### config.mk
export PLATFORM = sky130hd
export DESIGN_NAME = multicycle_controller
export DESIGN_NICKNAME = d
export VERILOG_FILES = /design/src/rtl/multicycle_controller_pkg.sv /design/src/rtl/multicycle_controller.sv
export SDC_FILE = /design/constraint.sdc
export NUM_CORES = 1
export LEC_CHECK = 0
export CAP_MARGIN = 10
export CELL_PAD_IN_SITES_DETAIL_PLACEMENT = 1
export CELL_PAD_IN_SITES_GLOBAL_PLACEMENT = 2
export CORE_AREA = 2 2 52 54
export DETAILED_ROUTE_END_ITERATION = 8
export DIE_AREA = 0 0 54 56
export PLACE_DENSITY = 0.76
export REMOVE_ABC_BUFFERS = 1
export SETUP_SLACK_MARGIN = 0.3
export SLEW_MARGIN = 20
export SYNTH_ARGS = -nofsm -noshare
export SYNTH_HDL_FRONTEND = slang
export SYNTH_SLANG_ARGS = --single-unit
### constraint.sdc
create_clock -name clk -period 1.32 [get_ports clk]
set_input_delay 0.264 -clock clk [delete_from_list [all_inputs] [get_ports clk]]
set_output_delay 0.264 -clock clk [all_outputs]
set_load 0.05 [all_outputs]
### src/rtl/multicycle_controller_pkg.sv
// Shared opcode, state and decode definitions for the accumulator CPU
// controller and its datapath decoder.
package multicycle_controller_pkg;

    localparam int unsigned OP_BITS = 3;
    localparam int unsigned STATE_W = 4;

    localparam logic [OP_BITS-1:0] OP_HLT = 3'd0;
    localparam logic [OP_BITS-1:0] OP_SKZ = 3'd1;
    localparam logic [OP_BITS-1:0] OP_ADD = 3'd2;
    localparam logic [OP_BITS-1:0] OP_AND = 3'd3;
    localparam logic [OP_BITS-1:0] OP_XOR = 3'd4;
    localparam logic [OP_BITS-1:0] OP_LDA = 3'd5;
    localparam logic [OP_BITS-1:0] OP_STO = 3'd6;
    localparam logic [OP_BITS-1:0] OP_JMP = 3'd7;

    typedef enum logic [STATE_W-1:0] {
        ST_INST_ADDR  = 4'd0,
        ST_INST_FETCH = 4'd1,
        ST_INST_LOAD  = 4'd2,
        ST_IDLE       = 4'd3,
        ST_OP_ADDR    = 4'd4,
        ST_OP_FETCH   = 4'd5,
        ST_ALU_OP     = 4'd6,
        ST_STORE      = 4'd7,
        ST_HALTED     = 4'd8
    } state_e;

    // Opcodes that read an operand from memory into the accumulator.
    function automatic logic is_aluop(input logic [OP_BITS-1:0] op);
        return (op == OP_ADD) || (op == OP_AND) || (op == OP_XOR) || (op == OP_LDA);
    endfunction

endpackage

### src/rtl/multicycle_controller.sv
// Multicycle sequencer for the accumulator CPU: memory wait states,
// latched halt with resume, illegal-opcode trap and optional fast path.
module multicycle_controller
    import multicycle_controller_pkg::*;
#(
    parameter int unsigned OPCODE_W  = 3,
    parameter bit          FAST_PATH = 1'b0
) (
    input  logic                clk,
    input  logic                rst,
    input  logic [OPCODE_W-1:0] opcode,
    input  logic                zero,
    input  logic                mem_ready,
    input  logic                resume,
    output logic                sel,
    output logic                rd,
    output logic                ld_ir,
    output logic                halt,
    output logic                inc_pc,
    output logic                ld_ac,
    output logic                ld_pc,
    output logic                wr,
    output logic                data_e,
    output logic                illegal,
    output logic                instr_done,
    output logic [STATE_W-1:0]  state_o
);

    state_e             r_state;
    state_e             w_next_state;
    logic               r_illegal;
    logic               w_illegal_op;
    logic [OP_BITS-1:0] w_op;
    logic               w_aluop;
    logic               w_hlt;
    logic               w_skz;
    logic               w_jmp;
    logic               w_sto;

    // Any set bit above the 3-bit opcode field marks the instruction illegal.
    if (OPCODE_W > OP_BITS) begin : g_wide_op
        assign w_illegal_op = |opcode[OPCODE_W-1:OP_BITS];
    end else begin : g_narrow_op
        assign w_illegal_op = 1'b0;
    end

    // Illegal opcodes execute as HLT.
    assign w_op    = w_illegal_op ? OP_HLT : opcode[OP_BITS-1:0];
    assign w_aluop = is_aluop(w_op);
    assign w_hlt   = (w_op == OP_HLT);
    assign w_skz   = (w_op == OP_SKZ);
    assign w_jmp   = (w_op == OP_JMP);
    assign w_sto   = (w_op == OP_STO);

    always_ff @(posedge clk or negedge rst) begin
        if (!rst) begin
            r_state   <= ST_INST_ADDR;
            r_illegal <= 1'b0;
        end else begin
            r_state <= w_next_state;
            if ((r_state == ST_OP_ADDR) && w_hlt) begin
                r_illegal <= w_illegal_op;
            end else if ((r_state == ST_HALTED) && resume) begin
                r_illegal <= 1'b0;
            end
        end
    end

    always_comb begin
        w_next_state = r_state;
        sel          = 1'b0;
        rd           = 1'b0;
        ld_ir        = 1'b0;
        halt         = 1'b0;
        inc_pc       = 1'b0;
        ld_ac        = 1'b0;
        ld_pc        = 1'b0;
        wr           = 1'b0;
        data_e       = 1'b0;
        illegal      = 1'b0;
        instr_done   = 1'b0;
        state_o      = r_state;

        case (r_state)
            ST_INST_ADDR: begin
                sel          = 1'b1;
                w_next_state = ST_INST_FETCH;
            end
            ST_INST_FETCH: begin
                sel = 1'b1;
                rd  = 1'b1;
                if (mem_ready) begin
                    w_next_state = ST_INST_LOAD;
                end
            end
            ST_INST_LOAD: begin
                sel          = 1'b1;
                rd           = 1'b1;
                ld_ir        = 1'b1;
                w_next_state = ST_IDLE;
            end
            ST_IDLE: begin
                sel          = 1'b1;
                illegal      = w_illegal_op;
                w_next_state = ST_OP_ADDR;
            end
            ST_OP_ADDR: begin
                inc_pc     = 1'b1;
                illegal    = w_illegal_op;
                instr_done = w_hlt;
                if (w_hlt) begin
                    w_next_state = ST_HALTED;
                end else if (FAST_PATH && (w_skz || w_jmp)) begin
                    w_next_state = ST_ALU_OP;
                end else begin
                    w_next_state = ST_OP_FETCH;
                end
            end
            ST_OP_FETCH: begin
                rd = w_aluop;
                if (!w_aluop || mem_ready) begin
                    w_next_state = ST_ALU_OP;
                end
            end
            ST_ALU_OP: begin
                rd     = w_aluop;
                ld_ac  = w_aluop;
                ld_pc  = w_jmp;
                inc_pc = w_skz && zero;
                if (FAST_PATH && !w_sto) begin
                    instr_done   = 1'b1;
                    w_next_state = ST_INST_ADDR;
                end else begin
                    w_next_state = ST_STORE;
                end
            end
            ST_STORE: begin
                wr         = w_sto;
                data_e     = w_sto;
                instr_done = 1'b1;
                if (!w_sto || mem_ready) begin
                    w_next_state = ST_INST_ADDR;
                end
            end
            ST_HALTED: begin
                halt    = 1'b1;
                illegal = r_illegal;
                if (resume) begin
                    w_next_state = ST_INST_ADDR;
                end
            end
            default: begin
                w_next_state = ST_INST_ADDR;
            end
        endcase
    end

endmodule

==> flow_metrics.tcl <==
set metrics [dict create \
    synth_seq_cells 4 \
    synth.area.top_cells "dfrtp_1, nand4bb_4, nand2b_1" \
    grt_pass1_wl_mm 2.50 \
    cp_cell_sequence "buf_6 -> nor4b_4 -> buf_4 -> buf_12" \
    cap_viol_max_count 0 \
    clk_path_buf_depth 2 \
    nFillCells 265 \
    outcome "finished, violations left" \
    grt_pass1_vias 563 \
    period_needed_ns 1.65 \
    synthToLayoutAreaGrowth_pct 224 \
    ys_seq_area_share_pct 26.9 \
    drt_pre_antenna_iters 2 \
    async_reset_ff_share_pct 100 \
    grt_start_max_net_pins 9 \
    critPathArrivalTime_ns 1.38 \
    io_buffers 21 \
    finalSetupTns_ns -3.23 \
    numCtsBuffers 3 \
    synth-main-ff-cell "dfrtp_1" \
    finalHoldViolCount 0 \
    clk_pin_slew_ns 0.04 \
    yosysTopAreaCellShare_pct 26.9 \
    clk_latency_ns 0.25 \
    clock_sinks 4 \
    end_kind "primary output" \
    floorplan.initialDensity_pct 15.3 \
    rows 18 \
    finalCritPeriodShare_pct 125 \
    violations "setup timing" \
    synth_largest_area_cell "dfrtp_1" \
    max_freq_mhz 607 \
    gp_congestion 0.740 \
    globalRouteOverflowTotal 0 \
    ctsHtreeMaxLevel 1 \
    cts_tree "built" \
    syn_area_per_cell_sq_um 9.06 \
    critPathKind "flip-flop to primary output" \
    power.leakage_nw 0.513 \
    yosys_warnings 0 \
    synth_edf_count 0 \
    dieWidth_microns 54 \
    dpl.hpwl_mm 1.11 \
    final_layout_size_suffix_gt1_share_pct 83.2 \
    wl_per_cell_microns 13.7 \
    grt_usage_pct 11.1 \
    start_kind "flip-flop" \
    setup_viol 15 \
    synth_cells 41 \
    finalWorstSetupSlack_ns -0.327 \
    cpPeakStageDelay_ns 0.45 \
    drc_errors 0 \
    vias_per_cell 4.30 \
    slew_viol_final 0 \
    die_h_microns 56 \
    ant_nets 0 \
    finClkSkew_ns 0.00372 \
    drt_iter0_drc 2 \
    cts_root_buf "clkbuf_4" \
    core_region_area_sq_um 2430 \
    netlist-cell-type-count 27 \
    power.density_nw_per_um2 2430 \
    cts_hold_buf 0 \
    antenna_cells 0 \
    required_ns 1.06 \
    floorplan.die_area_sq_um 3020 \
    vias 537 \
    peakVddDrop_v 0.00122 \
    path_max_fanout 7 \
    syn_area_sq_um 372 \
    layout.nets 105 \
    grt_setup_unrepaired "yes" \
    wl_mm 1.72 \
    io-pin-count 23 \
    hold_path_class "primary input to asynchronous set/reset pin" \
    largest_reg_flops 4 \
    dp_slack_ns -0.491 \
    antenna_found_initial 0 \
    cp_slowest_cell "dfrtp_2" \
]
cell usage after synthesis (2+ instances only):
cell type and number:
dfrtp_1 4, nand2b_1 4, buf_4 3, inv_1 3, nor2_1 3, a21oi_1 2, nand2_1 2
area by class of cell:
type / count / area, sq um / share of cell area, %
clock buffers: 3 / 22.5 / 1.87
inverters: 3 / 13.8 / 1.14
multi-input cells: 31 / 387 / 32.2
flip-flops and latches: 4 / 104 / 8.64
well taps: 30 / 37.5 / 3.12
repair buffers: 54 / 638 / 53.1
layer usage:
metal  global-route usage [%]  routed length [microns]
met1                     12.4                      605
met2                     19.5                      993
met3                     2.42                       93
met4                     4.29                       25
met5                        0                        0
stage by stage:
| step | std cells | hold slack [ns] | instance area [sq um] | power (mW) | utilization, % |
|---|---|---|---|---|---|
| floorplan | 38 | -0.0316 | 349 | 1.06 | - |
| global placement | 111 | 0.484 | 902 | 2.10 | 37.1 |
| detailed placement | 111 | 0.487 | 902 | 2.14 | 37.1 |
| CTS | 120 | 0.241 | 1080 | 2.61 | 44.2 |
| global route | 125 | 0.239 | 1200 | 3.08 | 49.4 |
| finish | 125 | 0.222 | 1200 | 2.93 | 49.4 |
power by group:
part	internal, mW	switching (mW)
Clock	0.102	0.0591
Combinational	1.33	1.17
Sequential	0.184	0.0854
Total	1.61	1.32
kinds of logic (layout without fill, tap and decap cells):
group                     Yosys count  after routing  synth area share, %
xor gates and xnor gates            1              1                 2.36
and+or+nand+nor                    17             17                 32.3
muxes                               1              1                 2.69
AOI/OAI and AO/OA                  11             11                 25.6
DFF                                 4              4                 26.9
other                               1              1                 1.01
buffers and inverters               6             60                 9.09
layout by cell type (no fill, tap or decap), drive strengths merged, types with 2 or more instances in the layout:
master,instances
dfrtp,4
buf,47
a21oi,2
inv,3
nor2,3
nand2,2
dlygate4sd2,2
nand2b,4
clkbuf,5
clkdlybuf4s50,3
worst paths after layout:
kind / cells past startpoint / slack, ns / startpoint / end
setup / recovery: 4 / -0.33 / state_o[1] / halt
hold / removal: 1 / 0.22 / rst / state_o[3]
setup reg to reg: 6 / -0.12 / state_o[3] / state_o[1]
hold reg to reg: 3 / 0.77 / state_o[2] / state_o[1]
max in group asynchronous: 1 / 0.91 / rst / state_o[2]
min in group clk: 3 / 0.65 / resume / state_o[3]
repair_timing:
item,CTS,global route
setup buffers,6,5
setup endpoints to repair,18,18
gates resized for setup,31,24
pin swaps,7,8
critical path, delay by kind of cell (launching register included):
kind | cells | cell delay, ns
flip-flops | 1 | 0.45
buffers and inverters | 3 | 0.44
AND/OR/NAND/NOR | 1 | 0.24
No activity file was read; power rests on OpenSTA's default activity.
